<file path="src/rtl/uart_tx_ctrl_pkg.sv">
// Shared definitions for the UART transmit controller: FSM states,
// data-bit counts, latched frame configuration and the parity helper.
package uart_tx_ctrl_pkg;

    // Transmit FSM states, in the order a frame walks through them.
    typedef enum logic [2:0] {
        ST_IDLE   = 3'd0,
        ST_START  = 3'd1,
        ST_DATA   = 3'd2,
        ST_PARITY = 3'd3,
        ST_STOP   = 3'd4
    } tx_state_t;

    // Number of data bits sent per frame in each character mode.
    localparam logic [3:0] DATA_BITS_7 = 4'd7;
    localparam logic [3:0] DATA_BITS_8 = 4'd8;

    // Frame format captured when a byte moves into the shift register,
    // so register-map changes mid-frame only affect the next frame.
    typedef struct packed {
        logic bits8;
        logic par_en;
        logic stop2;
        logic par_bit;
    } frame_cfg_t;

    // Parity over the bits actually transmitted; bit 7 is excluded in 7-bit mode.
    function automatic logic frame_parity(input logic [7:0] data,
                                          input logic       bits8,
                                          input logic       odd);
        logic [7:0] sent;
        sent = bits8 ? data : {1'b0, data[6:0]};
        return (^sent) ^ odd;
    endfunction

endpackage

</file>
<file path="src/rtl/uart_tx_ctrl.sv">
// UART transmit controller: one-entry holding register feeding a shift
// register that is serialised onto txd, one bit per tx_baud_pulse.
module uart_tx_ctrl
    import uart_tx_ctrl_pkg::*;
(
    input  logic       PCLK,
    input  logic       PRESETN,
    input  logic       tx_baud_pulse,
    input  logic       tx_enable,
    input  logic       tx_write,
    input  logic [7:0] tx_data,
    input  logic       data_bits8,
    input  logic       parity_en,
    input  logic       parity_odd,
    input  logic       stop2,
    output logic       txd,
    output logic       tx_ready,
    output logic       tx_busy,
    output logic       tx_ovf
);

    tx_state_t  state_reg;
    logic [7:0] shift_reg;
    logic [3:0] bit_cnt_reg;
    logic       stop_cnt_reg;
    frame_cfg_t cfg_reg;
    logic       txd_reg;
    logic       busy_reg;

    logic [7:0] hold_reg;
    logic       ready_reg;
    logic       ovf_reg;

    logic       hold_full;
    logic       last_stop;
    logic       load;
    logic       accept;
    logic [3:0] data_bits;

    // The holding register is full exactly when tx_ready is low.
    assign hold_full = ~ready_reg;

    // True while the final stop bit period of the current frame is running.
    assign last_stop = (state_reg == ST_STOP) && (~cfg_reg.stop2 || stop_cnt_reg);

    // Holding-to-shift transfer: only on a pulse, from IDLE or at the end of
    // the last stop bit, so consecutive frames join without an idle gap.
    assign load = tx_baud_pulse && hold_full && tx_enable &&
                  ((state_reg == ST_IDLE) || last_stop);

    // A write is taken only while the holding register is empty.
    assign accept = tx_write && ready_reg;

    assign data_bits = cfg_reg.bits8 ? DATA_BITS_8 : DATA_BITS_7;

    // Holding register, ready flag and overflow pulse.
    always_ff @(posedge PCLK or negedge PRESETN) begin
        if (!PRESETN) begin
            hold_reg  <= 8'h00;
            ready_reg <= 1'b1;
            ovf_reg   <= 1'b0;
        end else begin
            ovf_reg <= tx_write && ~ready_reg;
            // accept needs an empty holder and load needs a full one, so
            // the two never coincide.
            if (accept) begin
                hold_reg  <= tx_data;
                ready_reg <= 1'b0;
            end else if (load) begin
                ready_reg <= 1'b1;
            end
        end
    end

    // Frame sequencer: every state change and txd update waits for a pulse.
    always_ff @(posedge PCLK or negedge PRESETN) begin
        if (!PRESETN) begin
            state_reg    <= ST_IDLE;
            shift_reg    <= 8'h00;
            bit_cnt_reg  <= 4'd0;
            stop_cnt_reg <= 1'b0;
            cfg_reg      <= '0;
            txd_reg      <= 1'b1;
            busy_reg     <= 1'b0;
        end else if (tx_baud_pulse) begin
            if (load) begin
                shift_reg       <= hold_reg;
                cfg_reg.bits8   <= data_bits8;
                cfg_reg.par_en  <= parity_en;
                cfg_reg.stop2   <= stop2;
                cfg_reg.par_bit <= frame_parity(hold_reg, data_bits8, parity_odd);
            end
            case (state_reg)
                ST_IDLE: begin
                    if (load) begin
                        state_reg <= ST_START;
                        txd_reg   <= 1'b0;
                        busy_reg  <= 1'b1;
                    end
                end
                ST_START: begin
                    state_reg   <= ST_DATA;
                    txd_reg     <= shift_reg[0];
                    shift_reg   <= {1'b0, shift_reg[7:1]};
                    bit_cnt_reg <= 4'd1;
                end
                ST_DATA: begin
                    if (bit_cnt_reg == data_bits) begin
                        if (cfg_reg.par_en) begin
                            state_reg <= ST_PARITY;
                            txd_reg   <= cfg_reg.par_bit;
                        end else begin
                            state_reg    <= ST_STOP;
                            txd_reg      <= 1'b1;
                            stop_cnt_reg <= 1'b0;
                        end
                    end else begin
                        txd_reg     <= shift_reg[0];
                        shift_reg   <= {1'b0, shift_reg[7:1]};
                        bit_cnt_reg <= bit_cnt_reg + 4'd1;
                    end
                end
                ST_PARITY: begin
                    state_reg    <= ST_STOP;
                    txd_reg      <= 1'b1;
                    stop_cnt_reg <= 1'b0;
                end
                ST_STOP: begin
                    if (!last_stop) begin
                        stop_cnt_reg <= 1'b1;
                    end else if (load) begin
                        state_reg <= ST_START;
                        txd_reg   <= 1'b0;
                    end else begin
                        state_reg <= ST_IDLE;
                        txd_reg   <= 1'b1;
                        busy_reg  <= 1'b0;
                    end
                end
                default: begin
                    state_reg <= ST_IDLE;
                    txd_reg   <= 1'b1;
                    busy_reg  <= 1'b0;
                end
            endcase
        end
    end

    assign txd      = txd_reg;
    assign tx_ready = ready_reg;
    assign tx_busy  = busy_reg;
    assign tx_ovf   = ovf_reg;

endmodule

</file>
<file path="config.mk">
export PLATFORM = sky130hd
export DESIGN_NAME = uart_tx_ctrl
export DESIGN_NICKNAME = d
export VERILOG_FILES = /design/src/rtl/uart_tx_ctrl_pkg.sv /design/src/rtl/uart_tx_ctrl.sv
export SDC_FILE = /design/constraint.sdc
export NUM_CORES = 1
export LEC_CHECK = 0
export CELL_PAD_IN_SITES_DETAIL_PLACEMENT = 0
export CELL_PAD_IN_SITES_GLOBAL_PLACEMENT = 1
export CORE_UTILIZATION = 47
export DETAILED_ROUTE_END_ITERATION = 6
export PLACE_DENSITY_LB_ADDON = 0.1
export SLEW_MARGIN = 20
export SYNTH_ARGS = -nofsm -noshare
export SYNTH_HDL_FRONTEND = slang
export SYNTH_SLANG_ARGS = --single-unit
</file>
<file path="constraint.sdc">
create_clock -name PCLK -period 2.6 [get_ports PCLK]
set_clock_uncertainty 0.15 [all_clocks]
set_input_delay 0.52 -clock PCLK [delete_from_list [all_inputs] [get_ports PCLK]]
set_output_delay 0.52 -clock PCLK [all_outputs]
set_load 0.05 [all_outputs]
</file>
### Yosys cells after proc, flatten, opt, wreduce, memory -nomap -nowiden

Index checks and enable logic that the tools add are counted.

| word-level totals | value |
|---|---|
| output and inout bits | 4 |
| input port bits | 17 |
| memories | 0 |
| register bits after elaboration | 32 |
| bits in latches | 0 |
| memory bits (writable) | 0 |
| word-level logic and storage cells | 78 |
| ROM bits | 0 |

| cells by class | value |
|---|---|
| divide/modulo/power cells | 0 |
| eq/ne operators | 12 |
| bitwise gates (word level) | 4 |
| shift-type cells | 0 |
| multipliers | 0 |
| muxes and demuxes | 28 |
| order comparisons | 0 |
| add/subtract/negate cells | 1 |
| reduce and logical (&&, ||, !) cells | 20 |

Operator list:

| kind | count |
|---|---|
| 8-bit two-way mux | 3 |
| 8-bit one-hot mux with 2 select lines | 1 |
| 3-bit one-hot mux with 5 select lines | 1 |
| 2-bit inequality test, second input constant | 7 |
| 1-bit two-way mux | 13 |
| 3-bit two-way mux | 4 |
| 5-bit AND reduction | 2 |
| 4-bit two-way mux | 2 |
| 4-bit one-hot mux with 2 select lines | 1 |
| 8-bit parity | 1 |
| 3-bit by 2-bit == test with 1-bit output, second input constant | 2 |
| 1-bit logical AND | 6 |
| 1-bit one-hot mux with 3 select lines | 2 |
| 3-bit AND reduction | 2 |
| 4-bit by 1-bit adder with 4-bit output, second input constant | 1 |
| 4-bit == test | 1 |
| 1-bit one-hot mux with 4 select lines | 1 |
| 4-bit AND reduction | 1 |
| 2-bit nonzero test | 2 |
| 3-bit by 1-bit == test with 1-bit output, second input constant | 1 |
| 3-bit == test, second input constant | 1 |
| 3-bit zero test | 1 |
| 1-bit inverter | 3 |
| 3-bit nonzero test | 1 |
| other kinds (4) | 5 |

### Logic depth before layout (Yosys ltp)

Gate-level depths: netlist of run 1.

| depth | value |
|---|---|
| word-level depth | 8 |
| depth in mapped cells | 6 |
| gate-level depth less buffers | 5 |

### Worst setup path before layout of run 1

Ideal clock, no wire load.

| path | value |
|---|---|
| path kind | register to register |
| from | register ready_reg (netlist: tx_ready) |
| to | register state_reg[0] |
| library setup time | 122 ps |
| arrival time | 1467 ps |
| required time | 2328 ps |
| cell stages (with the launch flop) | 6 |
| buffers on the path | 0 |
| clock period less this slack | 1738 ps |
| setup slack | 862 ps |
| path through | dfstp_2 -> nor2b_1 -> o21a_1 -> o21ai_2 -> nor2_1 -> a32o_1 |

| on the way | value |
|---|---|
| cells in the longest elaborated chain, start to end | 7 |
| elaborated cells between the ends (all ways) | 9 |
| those cells by class | eq/ne: 1; mux: 3; bitwise: 1; reduce/logical: 4 |

Ends and longest elaborated chain:

| what | line | source |
|---|---|---|
| start, declared | uart_tx_ctrl.sv:31 | `logic ready_reg;` |
| start signal, assigned | uart_tx_ctrl.sv:60 | `ready_reg <= 1'b1;` |
| start signal, assigned | uart_tx_ctrl.sv:68 | `ready_reg <= 1'b0;` |
| start signal, assigned | uart_tx_ctrl.sv:70 | `ready_reg <= 1'b1;` |
| 1-bit inverter (*) | uart_tx_ctrl.sv:41 | `assign hold_full = ~ready_reg;` |
| 1-bit logical AND (*) (3 in a row) | uart_tx_ctrl.sv:48 | `assign load = tx_baud_pulse && hold_full && tx_enable &&` |
| 1-bit two-way mux | uart_tx_ctrl.sv:131 | `end else if (load) begin` |
| 3-bit two-way mux | uart_tx_ctrl.sv:129 | `if (!last_stop) begin` |
| 3-bit one-hot mux with 5 select lines | uart_tx_ctrl.sv:93 | `case (state_reg)` |
| end signal, assigned | uart_tx_ctrl.sv:96 | `state_reg <= ST_START;` |
| end signal, assigned | uart_tx_ctrl.sv:132 | `state_reg <= ST_START;` |
| end signal, assigned | uart_tx_ctrl.sv:135 | `state_reg <= ST_IDLE;` |
| end, declared | uart_tx_ctrl.sv:22 | `tx_state_t state_reg;` |

Mark *: on every way between the ends. The rest lies on a longest branch, timed or not. The select of a mux whose other input is x is not followed.
A chain may end at the register's enable or synchronous reset.

### Final worst setup path of run 1

| path | value |
|---|---|
| from | register ready_reg (netlist: tx_ready) |
| to | output tx_ready |

RTL lines:

| what | line | source |
|---|---|---|
| end, declared | uart_tx_ctrl.sv:17 | `output logic tx_ready,` |

No word-level cell between the ends.

==> insert_results.sql, run 1 <==
INSERT INTO impl_metrics (metric_group, metric, value, unit) VALUES
('status', 'result_of_the_run', 'finished, final reports clean', ''),
('synthesis', 'synth.top_cells.by_area', 'dfrtp_1 45%, mux2_2 8.1%, a2bb2oi_1 4.2%', ''),
('sta', 'setup_viol_count_final', '0', ''),
('cts', 'tritoncts_sinks', '32', ''),
('finish', 'antennaDiodeCount', '0', ''),
('pwr', 'power_switching', '1060', 'uW'),
('setup_path', 'critical_path.slowest_cell', 'clkdlybuf4s50_1', ''),
('setup_path', 'worstPathRequired', '1.93', 'ns'),
('setup_path', 'worstSetupEndpointType', 'output pin', ''),
('grt', 'grt_pass1_vias', '1180', ''),
('synthesis', 'synth_seq_cells', '32', ''),
('grt', 'grt-busiest-layer', 'met2', ''),
('synthesis', 'mappedNetlistNets', '164', ''),
('placed_design', 'place.gp.congestion', '0.798', ''),
('finish', 'nFillCells', '311', ''),
('finish', 'area_growth', '19.3', '%'),
('grt', 'global_route.overflow_total', '0', ''),
('synthesis', 'ys_seq_area_frac', '0.481', ''),
('pwr', 'power.clock.fraction', '0.118', ''),
('setup_path', 'worst-endpoint-arrival', '1.72', 'ns'),
('synthesis', 'synth.largest_area_cell', 'dfrtp_1', ''),
('routing', 'drcViolationCount', '0', ''),
('synthesis', 'arithmetic_cell_share_of_the_synthesized_area_counting_full_adders_half_adders_and_majority_gates', '0.00750', ''),
('die', 'area_of_the_die', '0.00379', 'mm^2'),
('synthesis', 'synth_top_family_by_area', 'compound AO/OA/AOI/OAI gates', ''),
('pwr', 'power.density_cell_area', '1300', 'mW/mm^2'),
('grt', 'global_route.usage.met1', '0.281', ''),
('placed_design', 'hpwlAfterDp', '2400', 'um'),
('synthesis', 'distinct_cell_type_count_of_the_synthesized_netlist', '43', ''),
('die', 'fp-row-count', '21', ''),
('setup_path', 'timing.critical_path.from_type', 'register', ''),
('pwr', 'combPwrFrac', '0.492', ''),
('die', 'floorplan.die.height', '61.6', 'um'),
('cts', 'cts_hold_repair.buffers', '0', ''),
('synthesis', 'synth-edff-count', '0', ''),
('synthesis', 'synthDominantCellAreaShare', '0.450', ''),
('cts', 'post_cts_resize_count', '0', ''),
('cts', 'clock-root-buffer', 'clkbuf_4', ''),
('sta', 'report.final.slew_viol_count', '0', ''),
('setup_path', 'critical_path_class', 'register to output pin', ''),
('die', 'core-area', '0.00336', 'mm^2'),
('synthesis', 'avg_synthesized_cell_area', '11.4', 'um^2'),
('setup_path', 'timing.critical_path.buf_inv', '1', ''),
('placed_design', 'port-buffer-count', '20', ''),
('sta', 'finalSetupTns', '0', 'ns'),
('routing', 'via_per_inst', '5.69', ''),
('synthesis', 'synth-warning-count', '0', ''),
('die', 'number_of_top_level_pins', '21', ''),
('synthesis', 'post_synth_xor_area_fraction', '0.0420', ''),
('synthesis', 'synth-compound-area-share', '0.223', ''),
('cts', 'clock_tree_from_tritoncts', 'done', ''),
('synthesis', 'netlist_area', '0.00167', 'mm^2'),
('pwr', 'power_leakage', '0.000810', 'uW'),
('cts', 'cts.htree.levels', '2', ''),
('synthesis', 'synthMuxAreaShare', '0.0937', ''),
('setup_path', 'max_stage_delay', '0.80', 'ns'),
('die', 'initial_core_util', '0.496', ''),
('pwr', 'switching_part_of_the_total_power', '0.410', ''),
('routing', 'drt_iter0_markers', '51', ''),
('finish', 'layout.nets', '189', ''),
('cts', 'path_clk_slew', '0.10', 'ns'),
('routing', 'via_count', '1240', ''),
('sta', 'hold_slack', '0.359', 'ns'),
('pwr', 'p_int', '1530', 'uW'),
('job', 'maxCapViolCount', '0', ''),
('pwr', 'vdd.ir_drop.worst', '0.588', 'mV'),
('routing', 'drt_wl_total', '3420', 'um'),
('cts', 'cts.path.max_buffers', '2', ''),
('routing', 'drt_pass1_iterations', '4', ''),
('synthesis', 'ys_dominant_reg_cell', 'dfrtp_1', ''),
('sta', 'final_hold_fails', '0', '');
## worst register-to-register path, cell delays in order (launching register included)
cell and delay [ns]:
dfrtp_1 0.65, inv_1 0.19, nor2_1 0.35, a21oi_4 0.13, o22ai_2 0.31, a2bb2oi_1 0.21
## worst paths after layout
path	start	end	cells past startpoint
worst max-delay path	tx_ready	tx_ready	1
worst min-delay path	cfg_reg[0]	cfg_reg[0]	1
worst max register to register	state_reg[1]	shift_reg[5]	5
worst min register to register	cfg_reg[0]	cfg_reg[0]	1
max in group asynchronous	PRESETN	tx_ready	2
min in group asynchronous	PRESETN	shift_reg[5]	2
## metrics by stage
stage / setup WS [ns] / total power, uW / instance area [um^2] / cells / utilization
floorplan: 0.862 / 1980 / 1670 / 146 / -
global placement: 0.264 / 2260 / 1930 / 210 / 0.574
detailed placement: 0.235 / 2290 / 1930 / 210 / 0.574
CTS: 0.188 / 2600 / 1990 / 218 / 0.592
global route: 0.162 / 2780 / 1990 / 218 / 0.592
finish: 0.215 / 2580 / 1990 / 218 / 0.592
## cell type report
| class | instances | area, um^2 | area share |
|---|---|---|---|
| Multi-Input combinational cell | 107 | 838 | 0.421 |
| Inverter | 2 | 7.51 | 0.00377 |
| Clock inverter | 2 | 10.0 | 0.00503 |
| Tap cell | 46 | 57.6 | 0.0289 |
| Clock buffer | 6 | 51.3 | 0.0258 |
| Timing Repair Buffer | 23 | 223 | 0.112 |
| Sequential cell | 32 | 803 | 0.404 |
## synthesized netlist by cell type, types with 3 or more instances
cell type / count
nor2b_1: 3
nand2b_1: 5
mux2_2: 12
o32a_1: 7
nor2_1: 13
xnor2_1: 7
a2bb2oi_1: 8
o21a_1: 3
o21ai_0: 4
nand2_1: 7
o22ai_1: 8
clkbuf_1: 4
dfrtp_1: 30
## kinds of logic (layout without fill, tap and decap cells)
group / after synthesis / count (layout)
muxes: 14 / 14
and+or+nand+nor: 40 / 40
buffers and inverters: 7 / 33
AOI/OAI and AO/OA: 44 / 44
DFF: 32 / 32
xor gates and xnor gates: 8 / 8
adders and majority gates: 1 / 1
## power groups by stage
stage                     Sequential [uW]  Combinational [uW]  Clock (uW)
after floorplan                      1010                 965           0
after global placement               1010                1260           0
after detailed placement             1010                1280           0
after CTS                            1000                1290         314
after global routing                 1050                1390         338
final                                1010                1270         305
## routing by layer
layer	part of all wire	up-vias
met5	0	-
met4	0.015	0
met3	0.041	4
met2	0.47	33
met1	0.48	597
li1	-	606
## cell usage in the layout, fill, tap and decap left out, types with 2 or more instances in the layout
master	instances
o22ai_1	8
a31oi_1	2
clkbuf_4	5
mux2_2	12
inv_1	2
nand2b_1	5
o21ai_0	4
a41oi_1	2
nand2_1	7
dfstp_2	2
clkinv_2	2
nor2b_1	3
nor2_1	13
buf_4	3
or3_1	2
o21a_1	3
dfrtp_1	30
clkdlybuf4s50_1	20
o32a_1	7
xnor2_1	7
a2bb2oi_1	8
(Power assumes the default switching activity.)
==> run 2: changes to the inputs <==
- CORE_UTILIZATION: 47 -> 49
- CTS_BUF_LIST: not set -> sky130_fd_sc_hd__clkbuf_4 sky130_fd_sc_hd__clkbuf_8
==> insert_results.sql, run 2 (synthesis results as in run 1) <==
INSERT INTO impl_metrics (metric_group, metric, value, unit) VALUES
('setup_path', 'critical_path_class', 'register to output pin', ''),
('grt', 'grt_pass1_vias', '1247', ''),
('sta', 'report.final.slew_viol_count', '0', ''),
('placed_design', 'place.gp.congestion', '0.829', ''),
('grt', 'grt_first_pass_wirelength', '5960', 'um'),
('setup_path', 'crit_cells', '1', ''),
('finish', 'most-common-layout-cells', '30 x dfrtp_1, 20 x clkdlybuf4s50_1, 13 x nor2_1, 12 x mux2_2', ''),
('routing', 'drt_iter0_markers', '86', ''),
('setup_path', 'max_stage_delay', '0.80', 'ns'),
('sta', 'grt_setup_unrepaired', 'false', ''),
('min_path', 'hold_path.startpoint', 'stop_cnt_reg', ''),
('status', 'result_of_the_run', 'finished, final reports clean', ''),
('setup_path', 'timing.rr.start', 'state_reg[1]', ''),
('routing', 'drt_wl_total', '3660', 'um'),
('grt', 'global_route.overflow_total', '0', ''),
('sta', 'fmax', '419', 'MHz'),
('placed_design', 'placed_cells', '208', ''),
('finish', 'antennaDiodeCount', '0', ''),
('setup_path', 'critical_path.cell_chain', 'clkdlybuf4s50_1', ''),
('setup_path', 'r2r_end', 'shift_reg[6]', ''),
('die', 'number_of_top_level_pins', '21', ''),
('finish', 'fin_util', '0.629', ''),
('setup_path', 'timing.critical_path.buf_inv', '1', ''),
('setup_path', 'cp-endpoint', 'tx_ready', ''),
('routing', 'drcViolationCount', '0', ''),
('die', 'area_of_the_die', '0.00364', 'mm^2'),
('cts', 'clock_tree_from_tritoncts', 'done', ''),
('cts', 'cts.path.max_buffers', '2', ''),
('cts', 'clock-root-buffer', 'clkbuf_4', ''),
('setup_path', 'worst_setup_path_startpoint', 'tx_ready', ''),
('cts', 'post_cts_resize_count', '0', ''),
('sta', 'period_share', '0.917', ''),
('routing', 'drt_pass1_iterations', '5', ''),
('grt', 'number_of_antenna_violations_at_the_first_check_in_global_routing', '0', ''),
('finish', 'layout.nets', '189', ''),
('finish', 'finish.cell_count_without_fillers', '216', ''),
('cts', 'path_clk_slew', '0.09', 'ns'),
('grt', 'grt_usage', '0.228', ''),
('placed_design', 'hpwlAfterDp', '2620', 'um'),
('die', 'initial_core_util', '0.529', ''),
('setup_path', 'worstPathRequired', '1.93', 'ns'),
('routing', 'postRouteAntennaNets', '0', ''),
('setup_path', 'worstSetupEndpointType', 'output pin', ''),
('cts', 'post-cts-setup-buffer-count', '0', ''),
('sta', 'worst_slew_margin_rel', '0.656', ''),
('sta', 'worst-slew-pin-transition', '0.514', 'ns'),
('die', 'core-area', '0.00315', 'mm^2'),
('cts', 'cts.htree.levels', '2', ''),
('setup_path', 'worst_r2r_path_depth', '5', ''),
('finish', 'post_route_cells_drive_above_1_share', '0.192', ''),
('sta', 'final_hold_fails', '0', ''),
('setup_path', 'timing.critical_path.from_type', 'register', ''),
('routing', 'via_count', '1285', ''),
('cts', 'cts_hold_repair.buffers', '0', ''),
('setup_path', 'critical_path.slowest_cell', 'clkdlybuf4s50_1', ''),
('cts', 'cts_made_buffers', '5', ''),
('cts', 'tritoncts_sinks', '32', ''),
('finish', 'layout.cells.most_common', 'dfrtp_1', ''),
('placed_design', 'port-buffer-count', '20', ''),
('die', 'fp-row-count', '20', ''),
('sta', 'final.min_clock_period', '2.38', 'ns'),
('setup_path', 'ff2ff_setup_slack', '0.55', 'ns'),
('routing', 'routedWlPerCell', '17.0', 'um'),
('pwr', 'vdd.ir_drop.worst', '0.672', 'mV'),
('pwr', 'power_leakage', '0.000808', 'uW'),
('sta', 'setup_viol_count_final', '0', ''),
('finish', 'nFillCells', '287', ''),
('job', 'maxCapViolCount', '0', ''),
('routing', 'via_per_inst', '5.95', ''),
('die', 'floorplan.die.height', '60.4', 'um'),
('cts', 'worst_skew_pair.late_latency', '0.34', 'ns'),
('setup_path', 'worst-endpoint-arrival', '1.71', 'ns'),
('die', 'chipWidth', '60.4', 'um'),
('sta', 'finalSetupTns', '0', 'ns'),
('grt', 'grt_start_max_net_pins', '33', ''),
('setup_path', 'maximum_fanout_along_the_worst_path', '5', ''),
('setup_path', 'cpLargestDelayFamily', 'buffers and inverters', ''),
('min_path', 'hp_class', 'register to register', ''),
('finish', 'area_growth', '18.9', '%'),
('pwr', 'power.density_cell_area', '1310', 'mW/mm^2');
run 2: layout make-up:
type / instances / area [um^2] / area share
multi-input combinational: 107 / 838 / 0.422
sequential: 32 / 803 / 0.405
timing repair buffer: 23 / 223 / 0.112
clock buffer: 7 / 52.6 / 0.0265
tap: 44 / 55.1 / 0.0277
inverter: 2 / 7.51 / 0.00378
clock inverter: 1 / 5.00 / 0.00252
run 2: worst min-delay path by stage:
stage                endpoint  depth (start not counted)
6_report         stop_cnt_reg                          1
5_1_grt          stop_cnt_reg                          1
4_1_cts          stop_cnt_reg                          1
3_5_place_dp     stop_cnt_reg                          1
3_3_place_gp     stop_cnt_reg                          1
2_1_floorplan  bit_cnt_reg[0]                          0
run 2: per-layer routing:
metal / vias up / global-route usage / share of wire
li1: 601 / - / -
met1: 626 / 0.302 / 0.47
met2: 51 / 0.345 / 0.46
met3: 7 / 0.0704 / 0.060
met4: 0 / 0.0997 / 0.014
met5: - / 0 / 0
run 2: power breakdown:
part	internal [uW]	switching, uW	leakage (uW)	total, uW
combinational	652	637	0.000394	1290
clock	126	171	0.0000361	297
sequential	745	269	0.000378	1010
run 2: through the flow:
stage	setup WS (ns)	cell area (um^2)	power (uW)	hold slack, ns
floorplan	0.862	1670	1980	0.0744
CTS	0.203	1980	2600	0.359
finish	0.216	1980	2600	0.356
global route	0.178	1980	2770	0.368
detailed placement	0.161	1930	2310	0.338
global placement	0.267	1930	2260	0.319
==> run 3: changes to the inputs <==
- CORE_MARGIN: not set -> 8
==> insert_results.sql, run 3 (synthesis results as in run 1) <==
INSERT INTO impl_metrics (metric_group, metric, value, unit) VALUES
('sta', 'worst_slew_margin_rel', '0.659', ''),
('setup_path', 'critical_path.slowest_cell', 'clkdlybuf4s50_1', ''),
('status', 'result_of_the_run', 'finished, final reports clean', ''),
('die', 'core-area', '0.00331', 'mm^2'),
('routing', 'drt_iter0_markers', '97', ''),
('die', 'chipWidth', '74.4', 'um'),
('finish', 'antennaDiodeCount', '0', ''),
('sta', 'final.setup.worst_slack', '0.199', 'ns'),
('grt', 'grt_pass1_vias', '1288', ''),
('setup_path', 'cpLargestDelayFamily', 'buffers and inverters', ''),
('finish', 'layout.cells.most_common', 'dfrtp_1', ''),
('pwr', 'vdd.ir_drop.worst', '0.592', 'mV'),
('sta', 'fmax', '416', 'MHz'),
('setup_path', 'max_stage_delay', '0.81', 'ns'),
('placed_design', 'place.gp.congestion', '0.804', ''),
('min_path', 'hp_class', 'register to register', ''),
('pwr', 'power.density_cell_area', '1300', 'mW/mm^2'),
('cts', 'cts.htree.levels', '2', ''),
('setup_path', 'worst_setup_path_startpoint', 'tx_ready', ''),
('cts', 'clock_tree_from_tritoncts', 'done', ''),
('finish', 'layout.nets', '188', ''),
('setup_path', 'critical_path_class', 'register to output pin', ''),
('placed_design', 'hpwlAfterDp', '2680', 'um'),
('cts', 'path_clk_slew', '0.10', 'ns'),
('pwr', 'power_leakage', '0.000805', 'uW'),
('finish', 'post_route_cells_drive_above_1_share', '0.187', ''),
('routing', 'via_count', '1264', ''),
('setup_path', 'timing.critical_path.from_type', 'register', ''),
('job', 'maxCapViolCount', '0', ''),
('sta', 'grt_setup_unrepaired', 'false', ''),
('setup_path', 'worstPathRequired', '1.93', 'ns'),
('setup_path', 'timing.critical_path.buf_inv', '1', ''),
('sta', 'finalSetupTns', '0', 'ns'),
('setup_path', 'worst_r2r_path_depth', '5', ''),
('die', 'number_of_top_level_pins', '21', ''),
('grt', 'grt_first_pass_wirelength', '6420', 'um'),
('finish', 'most-common-layout-cells', '30 x dfrtp_1, 20 x clkdlybuf4s50_1, 13 x nor2_1, 12 x mux2_2', ''),
('placed_design', 'dpl_worst_slack', '0.223', 'ns'),
('cts', 'post_cts_resize_count', '0', ''),
('die', 'area_of_the_die', '0.00553', 'mm^2'),
('min_path', 'hold_path.startpoint', 'stop_cnt_reg', ''),
('finish', 'area_growth', '18.8', '%'),
('routing', 'postRouteAntennaNets', '0', ''),
('cts', 'cts_hold_repair.buffers', '0', ''),
('placed_design', 'port-buffer-count', '20', ''),
('setup_path', 'timing.rr.start', 'state_reg[1]', ''),
('cts', 'clock-root-buffer', 'clkbuf_4', ''),
('setup_path', 'critical_path.cell_chain', 'clkdlybuf4s50_1', ''),
('grt', 'global_route.overflow_total', '0', ''),
('routing', 'drt_pass1_iterations', '4', ''),
('sta', 'report.final.slew_viol_count', '0', ''),
('grt', 'grt_start_max_net_pins', '33', ''),
('routing', 'routedWlPerCell', '17.2', 'um'),
('cts', 'tritoncts_sinks', '32', ''),
('setup_path', 'crit_cells', '1', ''),
('grt', 'grt_usage', '0.155', ''),
('setup_path', 'worstSetupEndpointType', 'output pin', ''),
('cts', 'cts.path.max_buffers', '2', ''),
('die', 'initial_core_util', '0.504', ''),
('cts', 'post-cts-setup-buffer-count', '0', ''),
('die', 'fp-row-count', '21', ''),
('routing', 'via_per_inst', '5.82', ''),
('die', 'floorplan.die.height', '74.4', 'um'),
('routing', 'drt_wl_total', '3740', 'um'),
('setup_path', 'worst-endpoint-arrival', '1.73', 'ns'),
('min_path', 'whs_path_depth', '1', ''),
('sta', 'worst-slew-pin-transition', '0.512', 'ns'),
('sta', 'final.min_clock_period', '2.40', 'ns'),
('sta', 'setup_viol_count_final', '0', ''),
('sta', 'period_share', '0.923', ''),
('grt', 'number_of_antenna_violations_at_the_first_check_in_global_routing', '0', ''),
('setup_path', 'maximum_fanout_along_the_worst_path', '5', ''),
('sta', 'final_hold_fails', '0', ''),
('cts', 'cts_made_buffers', '5', ''),
('routing', 'drcViolationCount', '0', ''),
('cts', 'worst_skew_pair.late_latency', '0.33', 'ns');
-- run 3: cell types whose count changed in the layout (fill, tap and decap cells not counted), sizes merged --
cell,change
buf,-1
clkbuf,-1
clkinv,+1
-- run 3: area by class of cell --
class / count / area (um^2)
Tap cell: 46 / 57.6
Sequential cell: 32 / 803
Fill cell: 287 / 1330
Timing Repair Buffer: 22 / 215
Multi-Input combinational cell: 107 / 838
Inverter: 2 / 7.51
Clock inverter: 2 / 10.0
Clock buffer: 6 / 51.3
-- run 3: layer usage --
metal	vias up	wire (um)	GRT usage
li1	600	-	-
met1	622	1590	0.193
met2	37	1860	0.242
met3	5	226	0.0458
met4	0	59	0.0630
met5	-	0	0
-- run 3: worst paths after layout --
check | slack, ns | endpoint
max | 0.20 | tx_ready
min | 0.34 | stop_cnt_reg
max reg2reg | 0.56 | shift_reg[3]
min reg2reg | 0.34 | stop_cnt_reg
max in group asynchronous | 1.54 | tx_ready
min in group asynchronous | 0.44 | hold_reg[6]
-- run 3: power breakdown --
group | internal [uW] | switching, uW | total, uW
combinational | 642 | 604 | 1250
clock | 129 | 170 | 299
sequential | 745 | 292 | 1040
total | 1520 | 1070 | 2580
-- run 3: through the flow --
| step | utilization | power [uW] | hold WS [ns] | area, um^2 | instances |
|---|---|---|---|---|---|
| floorplan | - | 1980 | 0.0744 | 1670 | 146 |
| global placement | 0.580 | 2240 | 0.326 | 1920 | 209 |
| detailed placement | 0.580 | 2300 | 0.318 | 1920 | 209 |
| CTS | 0.599 | 2600 | 0.340 | 1980 | 217 |
| global route | 0.599 | 2790 | 0.392 | 1980 | 217 |
| finish | 0.599 | 2580 | 0.340 | 1980 | 217 |
